--- src/rtl/div_issuer.sv ---
// Single-outstanding divide issuer: accepts a command, launches it on an external
// divider, waits for the result or a timeout, and returns a tagged response.
module div_issuer #(
   parameter int BW      = 32,
   parameter int TIMEOUT = 64
) (
   input  logic          i_clk,
   input  logic          i_reset_n,
   input  logic          i_cmd_valid,
   output logic          o_cmd_ready,
   input  logic          i_cmd_signed,
   input  logic [BW-1:0] i_cmd_num,
   input  logic [BW-1:0] i_cmd_den,
   input  logic [4:0]    i_cmd_tag,
   output logic          o_div_wr,
   output logic          o_div_signed,
   output logic [BW-1:0] o_div_num,
   output logic [BW-1:0] o_div_den,
   input  logic          i_div_busy,
   input  logic          i_div_valid,
   input  logic          i_div_err,
   input  logic [BW-1:0] i_div_quotient,
   input  logic [3:0]    i_div_flags,
   output logic          o_res_valid,
   input  logic          i_res_ready,
   output logic [BW-1:0] o_res_data,
   output logic [3:0]    o_res_flags,
   output logic          o_res_err,
   output logic          o_res_timeout,
   output logic [4:0]    o_res_tag,
   output logic          o_proto_err
);

   typedef enum logic [1:0] {S_IDLE, S_ISSUE, S_WAIT, S_RESP} state_t;

   localparam int            CW       = $clog2(TIMEOUT);
   localparam logic [CW-1:0] CNT_LAST = CW'(TIMEOUT - 1);

   state_t        r_state, w_next;
   logic [CW-1:0] r_cnt;
   logic          r_wr_d;
   logic          r_div_signed;
   logic [BW-1:0] r_div_num, r_div_den;
   logic [BW-1:0] r_res_data;
   logic [3:0]    r_res_flags;
   logic          r_res_err, r_res_timeout;
   logic [4:0]    r_res_tag;
   logic          r_proto_err;
   logic          w_accept;
   logic          w_wait_last;

   assign w_accept    = i_cmd_valid && o_cmd_ready;
   assign w_wait_last = (r_cnt == CNT_LAST);

   // NOTE: sequential state uses non-blocking assignments so every register samples pre-edge values.
   always_ff @(posedge i_clk or negedge i_reset_n) begin
      if (!i_reset_n) r_state <= S_IDLE;
      else            r_state <= w_next;
   end

   // NOTE: default assignment first so no path through the case leaves w_next unassigned (no latch).
   always_comb begin
      w_next = r_state;
      case (r_state)
         S_IDLE:  if (w_accept) w_next = (i_cmd_den != '0) ? S_ISSUE : S_RESP;
         S_ISSUE: if (!i_div_busy) w_next = S_WAIT;
         S_WAIT:  if (i_div_valid || w_wait_last) w_next = S_RESP;
         S_RESP:  if (i_res_ready) w_next = S_IDLE;
         default: w_next = S_IDLE;
      endcase
   end

   // Ready is masked while reset is held so every output reads 0 during reset.
   always_comb begin
      o_cmd_ready = (r_state == S_IDLE) && i_reset_n;
      o_div_wr    = (r_state == S_ISSUE) && !i_div_busy;
      o_res_valid = (r_state == S_RESP);
   end

   always_ff @(posedge i_clk or negedge i_reset_n) begin
      if (!i_reset_n) begin
         r_cnt         <= '0;
         r_wr_d        <= 1'b0;
         r_div_signed  <= 1'b0;
         r_div_num     <= '0;
         r_div_den     <= '0;
         r_res_data    <= '0;
         r_res_flags   <= '0;
         r_res_err     <= 1'b0;
         r_res_timeout <= 1'b0;
         r_res_tag     <= '0;
         r_proto_err   <= 1'b0;
      end else begin
         r_wr_d <= o_div_wr;
         if (w_accept) begin
            r_div_signed  <= i_cmd_signed;
            r_div_num     <= i_cmd_num;
            r_div_den     <= i_cmd_den;
            r_res_tag     <= i_cmd_tag;
            r_res_data    <= '0;
            r_res_flags   <= '0;
            r_res_err     <= (i_cmd_den == '0);
            r_res_timeout <= 1'b0;
         end
         if (r_state == S_ISSUE) begin
            r_cnt <= '0;
         end else if (r_state == S_WAIT) begin
            if (i_div_valid) begin
               r_res_data    <= i_div_quotient;
               r_res_flags   <= i_div_flags;
               r_res_err     <= i_div_err;
               r_res_timeout <= 1'b0;
            end else begin
               r_cnt <= r_cnt + CW'(1);
               if (w_wait_last) begin
                  r_res_data    <= '0;
                  r_res_flags   <= '0;
                  r_res_err     <= 1'b1;
                  r_res_timeout <= 1'b1;
               end
            end
         end
         // Sticky flag for any divider handshake violation.
         if ((i_div_valid && r_state != S_WAIT) || (r_wr_d && !i_div_busy) ||
             (i_div_busy && i_div_valid) || (i_div_err && !i_div_valid))
            r_proto_err <= 1'b1;
      end
   end

   assign o_div_signed  = r_div_signed;
   assign o_div_num     = r_div_num;
   assign o_div_den     = r_div_den;
   assign o_res_data    = r_res_data;
   assign o_res_flags   = r_res_flags;
   assign o_res_err     = r_res_err;
   assign o_res_timeout = r_res_timeout;
   assign o_res_tag     = r_res_tag;
   assign o_proto_err   = r_proto_err;

endmodule

--- config.mk ---
export PLATFORM = sky130hd
export DESIGN_NAME = div_issuer
export DESIGN_NICKNAME = d
export VERILOG_FILES = /design/src/rtl/div_issuer.sv
export SDC_FILE = /design/constraint.sdc
export NUM_CORES = 1
export LEC_CHECK = 0
export CAP_MARGIN = 10
export CORE_UTILIZATION = 37
export DETAILED_ROUTE_END_ITERATION = 10
export GPL_TIMING_DRIVEN = 0
export PLACE_DENSITY = 0.84
export SYNTH_ARGS = -nofsm -noshare
export SYNTH_HDL_FRONTEND = slang
export SYNTH_SLANG_ARGS = --single-unit
--- constraint.sdc ---
create_clock -name i_clk -period 1.8 [get_ports i_clk]
set_input_delay 0.45 -clock i_clk [delete_from_list [all_inputs] [get_ports i_clk]]
set_output_delay 0.45 -clock i_clk [all_outputs]
set_load 0.05 [all_outputs]
==> results of run 1 <==
==> where the power goes <==
group / switching (mW) / internal, mW / total, mW / leakage, nW
Clock: 1.18 / 2.43 / 3.61 / 0.298
Sequential: 0.719 / 3.91 / 4.63 / 1.48
Combinational: 6.31 / 2.75 / 9.06 / 2.29
Total: 8.22 / 9.08 / 17.3 / 4.07
==> routing by layer <==
layer	track usage, %	wire length, um	vias to the layer above
met5	0	0	-
met4	9.957	255	0
met3	7.380	1119	28
met2	39.56	7545	192
met1	24.90	5674	2153
li1	-	-	2072
==> worst max-delay path: cells and delay by family, from the launching register on <==
| kind | cells | cell delay [ns] |
|---|---|---|
| adder cells (fa/ha/maj) | 1 | 0.15 |
| buffers and inverters | 3 | 0.40 |
| flip-flops | 1 | 0.41 |
| AND/OR/NAND/NOR | 1 | 0.13 |
==> registers in the layout, indices dropped and copies added (netlist names) <==
name and count:
o_res_timeout 1, o_div_den 32, r_state 2, o_res_err 1, o_res_data 32, o_proto_err 1, r_wr_d 1, r_cnt 6
o_div_signed 1, o_div_num 32, o_res_flags 4, o_res_tag 5
==> layout by cell type (no fill, tap or decap), types with 4 or more instances in the layout <==
cell	netlist	routed
nand2_1	218	217
dfrtp_1	118	118
clkdlybuf4s50_1	0	110
dlygate4sd2_1	0	78
a22o_1	36	36
clkdlybuf4s15_1	0	27
clkbuf_16	0	19
clkbuf_2	0	14
buf_6	5	10
buf_2	5	7
inv_1	9	7
a21oi_1	7	6
nor4_1	8	6
buf_4	0	6
buf_8	0	5
o22ai_1	5	5
clkinvlp_4	0	5
nor2_1	4	4
nand2b_1	4	4
bufinv_16	0	4
==> metrics by stage <==
stage	setup TNS (ns)	power (mW)	cells
floorplan	0	10.60	472
global placement	-973.09	13.68	867
detailed placement	-94.16	13.94	868
CTS	-1.723	17.12	911
global route	-1.539	18.15	913
finish	-0.4763	17.30	913
==> final cells by class <==
type	instances	area (um^2)
Tap cell	172	215.2
Buffer	25	171.4
Multi-Input combinational cell	319	1712
Fill cell	979	4504
Timing Repair Buffer	238	2337
Sequential cell	118	2953
Clock buffer	21	470.5
Inverter	9	33.78
Clock inverter	11	171.4
==> worst paths after layout <==
path / from / cells past startpoint / end / slack (ns)
setup reg to reg: r_state[0] / 8 / o_res_data[1] / -0.02
hold / removal: i_reset_n / 1 / o_div_num[16] / -0.09
hold reg to reg: o_div_num[4] / 2 / o_div_num[4] / 0.47
max in group asynchronous: i_reset_n / 2 / o_div_den[20] / 1.37
min in group i_clk: i_div_valid / 3 / o_proto_err / 0.35
setup / recovery: r_state[0] / 5 / o_div_wr / -0.14
==> what timing repair did <==
| item | CTS | global route |
|---|---|---|
| endpoints found under the setup margin | 222 | 106 |
| gates cloned | 0 | 2 |
| buffers inserted | 11 | 1 |
| resized for setup | 164 | 57 |
| pin swaps | 2 | 5 |
| hold endpoints to repair | 62 | 62 |
==> kinds of logic (layout without fill, tap and decap cells) <==
group / Yosys count / after routing / synth area share [%]
compound gates: 58 / 58 / 9.755
xor+xnor: 2 / 2 / 0.3692
fa+ha+maj: 6 / 6 / 1.582
buf+inv: 35 / 304 / 3.691
flops: 118 / 118 / 62.22
mux: 1 / 1 / 0.2109
simple gates: 252 / 252 / 22.17
==> results.json, run 1 <==
{
  "dp_slack_ns": -1.180,
  "syn_area_mm2": 0.004746,
  "ios": 225,
  "core_mm2": 0.01257,
  "dr.pass1.iters": 5,
  "start_util_pct": 37.76,
  "gp_congestion": 0.7779,
  "num_antenna_cells": 0,
  "power.density_mw_per_mm2": 2145,
  "ys_warn_count": 0,
  "grt_pass1_wl_um": 22740,
  "p_leak_nw": 4.067,
  "numCtsBuffers": 17,
  "synth_edf_count": 0,
  "start_kind": "register",
  "hold_path_class": "in2async",
  "cts-root-buf": "clkbuf_16",
  "grt_max_degree": 64,
  "synth_flop_cell": "dfrtp_1",
  "yosysSeqAreaShare_pct": 62.22,
  "clk-insertion-delay-late_ns": 0.41,
  "syn_avg_cell_area_um2": 10.05,
  "cp.required_ns": 1.35,
  "post-route-util_pct": 64.16,
  "cts_sinks": 118,
  "cts_tree": "done",
  "syn_nets": 591,
  "cap_violations": 0,
  "status": "finished, violations left",
  "fmax_mhz": 514.5,
  "cp_cell_sequence": "buf_6 -> ha_4 -> buf_6 -> nor2b_4 -> buf_8",
  "synth_top_cell_by_area": "dfrtp_1",
  "syn-instance-count": 472,
  "min_period_over_period_pct": 108.0,
  "area_growth_pct": 69.92,
  "yosysUniqueCellTypes": 37,
  "die-area_mm2": 0.01328,
  "fin_skew_ns": 0.005546,
  "vias": 4445,
  "finalHoldViolations": 62,
  "dp_hpwl_um": 10160,
  "first_global_vias": 4630,
  "clk_path_buf_depth": 2,
  "drtIter0Drc": 258,
  "rows": 41,
  "routed_wl_um": 14590,
  "ant_nets": 0,
  "vias_per_cell": 4.869,
  "timing.final.max_slew_violations": 0,
  "clk_pin_slew_worst_paths_ns": 0.06,
  "arrival_ns": 1.49,
  "violations": "hold timing, setup timing",
  "critical-path-slowest-cell": "dfrtp_1",
  "overflow": 0,
  "rsz0062_at_grt": "true",
  "synth_top_area_share_pct": 62.22,
  "drive_gt1_share_pct": 13.09,
  "max_slew.worst_pin.slew_ns": 0.5283,
  "antenna_found_initial": 0,
  "cp_common_cell": "buf_6",
  "synth_area_leaders": "dfrtp_1 62%, nand2_1 17%, a22o_1 6.6%, ha_1 1.6%, buf_6 1.2%",
  "design_area_mm2": 0.008064,
  "ys_ff_latch": 118,
  "synth_common_cells": "218 x nand2_1, 118 x dfrtp_1, 36 x a22o_1, 10 x clkbuf_1, 9 x inv_1",
  "slew_headroom_pct": 64.92,
  "groute.usage.overall_pct": 22.53,
  "die_w_um": 115.3,
  "dieHeight_um": 115.3,
  "crit_fanout": 3,
  "htreeDepth": 4,
  "port-buffer-count": 223,
  "irDropWorstVdd_v": 0.001033,
  "placed_cell_area_mm2": 0.007222,
  "async_flop_share_pct": 100.0,
  "setup_violations": 18,
  "whs_ns": -0.08620,
  "critPathMaxStageDelay_ns": 0.41,
  "synth_most_common_cell": "nand2_1",
  "critPathCaptureType": "primary output",
  "finish.net_count": 847,
  "drc": 0,
  "period_needed_ns": 1.944,
  "crit_type": "reg2out",
  "drt-wirelength-per-cell_um": 15.98,
  "setup_ws_ns": -0.1438
}
(Power assumes the default switching activity.)
==> run 2: changes to the inputs <==
--- a/config.mk
+++ b/config.mk
@@ -5,11 +5,13 @@
 export SDC_FILE = /design/constraint.sdc
 export NUM_CORES = 1
 export LEC_CHECK = 0
-export CAP_MARGIN = 10
+export CAP_MARGIN = 20
 export CORE_UTILIZATION = 37
+export CTS_CLUSTER_DIAMETER = 50
 export DETAILED_ROUTE_END_ITERATION = 10
 export GPL_TIMING_DRIVEN = 0
 export PLACE_DENSITY = 0.84
+export REMOVE_ABC_BUFFERS = 1
 export SYNTH_ARGS = -nofsm -noshare
 export SYNTH_HDL_FRONTEND = slang
 export SYNTH_SLANG_ARGS = --single-unit
==> results.json, run 2 (synthesis gave the netlist of run 1 again) <==
{
  "start_util_pct": 37.76,
  "hold_path_class": "in2async",
  "drive_gt1_share_pct": 10.03,
  "clk_pin_slew_worst_paths_ns": 0.05,
  "cts_sinks": 118,
  "cap_violations": 0,
  "setup_violations": 3,
  "port-buffer-count": 224,
  "vias": 4298,
  "final_common_cell": "nand2_1",
  "r2r-start": "r_state[0]",
  "drt-wirelength-per-cell_um": 15.71,
  "finalHoldViolations": 64,
  "die_w_um": 115.3,
  "period_needed_ns": 1.903,
  "timing.final.max_slew_violations": 0,
  "ios": 225,
  "r2r_slack_ns": 0,
  "die-area_mm2": 0.01328,
  "cp.required_ns": 1.35,
  "clk_path_buf_depth": 2,
  "violations": "hold timing, setup timing",
  "crit_type": "reg2out",
  "drc": 0,
  "ff2ff_path_depth": 8,
  "irDropWorstVdd_v": 0.001181,
  "core_mm2": 0.01257,
  "finish.net_count": 824,
  "drtIter0Drc": 245,
  "gp_congestion": 0.8087,
  "status": "finished, violations left",
  "dp_hpwl_um": 9777,
  "reg2reg_to": "o_res_data[29]",
  "overflow": 0,
  "cts_tree": "done",
  "dr.pass1.iters": 4,
  "setup_ws_ns": -0.1027,
  "vias_per_cell": 4.829,
  "max_slew.worst_pin.slew_ns": 0.5416,
  "post-route-util_pct": 62.30,
  "fillCellCount": 1024,
  "routed_wl_um": 13980,
  "fmax_mhz": 525.6,
  "power.density_mw_per_mm2": 2125,
  "final_cell_mix": "217 x nand2_1, 117 x dfrtp_1, 111 x clkdlybuf4s50_1",
  "clk-insertion-delay-late_ns": 0.41,
  "area_growth_pct": 64.99,
  "dieHeight_um": 115.3,
  "critPathCaptureType": "primary output",
  "grt_max_degree": 67,
  "slew_headroom_pct": 64.03,
  "first_global_vias": 4359,
  "numCtsBuffers": 17,
  "crit_fanout": 4,
  "rows": 41,
  "whs_ns": -0.06417,
  "power_mw": 16.64,
  "fin_skew_ns": 0.005164,
  "cts-root-buf": "clkbuf_16",
  "rsz0062_at_grt": "true",
  "groute.usage.overall_pct": 21.58,
  "ant_nets": 0,
  "start_kind": "register",
  "htreeDepth": 4,
  "arrival_ns": 1.45,
  "grt_pass1_wl_um": 21450,
  "p_leak_nw": 3.937,
  "antenna_found_initial": 0,
  "num_antenna_cells": 0,
  "min_period_over_period_pct": 105.7
}
## run 2: final cells by class
type,count,area [um^2],area share [%]
Clock buffer,22,454.2,5.801
Clock inverter,10,105.1,1.342
Inverter,9,33.78,0.4314
Multi-Input combinational cell,319,1702,21.73
Sequential cell,118,2954,37.73
Tap cell,172,215.2,2.748
Timing Repair Buffer,240,2366,30.22
## run 2: what timing repair did
item	in CTS	in global routing
endpoints found under the setup margin	210	72
gates cloned	1	0
gates resized for setup	149	38
hold endpoints to repair	64	64
pin swaps	2	1
setup buffers	7	3
## run 2: per-layer routing
layer  up-vias  share of wire [%]  routed length, um  track usage [%]
li1       2034                  -                  -                -
met1      2069                 40               5610            23.56
met2       176                 49               6903            37.07
met3        19                9.0               1260            9.541
met4         0                1.5                209            7.965
met5         -                  0                  0                0
## run 2: worst max path at each step
stage          cells after the start            end  startpoint
6_report                           4       o_div_wr  r_state[1]
5_1_grt                            4       o_div_wr  r_state[1]
4_1_cts                            4       o_div_wr  r_state[1]
3_5_place_dp                       4    o_cmd_ready   i_reset_n
3_3_place_gp                       4  o_res_data[4]   i_reset_n
2_1_floorplan                      6      o_res_err  r_state[1]
## run 2: critical path, stage by stage, from the launching register on
cell and delay, ns:
dfrtp_1 0.41, inv_2 0.14, ha_4 0.17, nor2b_4 0.16
buf_8 0.16
## run 2: report_power, final
part | total, mW | internal [mW] | switching, mW
Combinational | 8.83 | 2.61 | 6.22
Clock | 3.21 | 2.05 | 1.15
Sequential | 4.60 | 3.91 | 0.695
Total | 16.6 | 8.57 | 8.07
## run 2: through the flow
step / setup TNS [ns] / hold WS, ns / setup slack (ns) / instances / instance area, um^2
after detailed placement: -74.06 / 0.4611 / -1.006 / 847 / 7177
after global placement: -1114.41 / 0.4582 / -6.209 / 842 / 7062
after floorplan: -89.26 / 0.1544 / -0.9541 / 446 / 4604
after global routing: -1.797 / -0.05612 / -0.1581 / 890 / 7830
after CTS: -0.1612 / -0.06649 / -0.1004 / 887 / 7756
final: -0.2162 / -0.06417 / -0.1027 / 890 / 7830
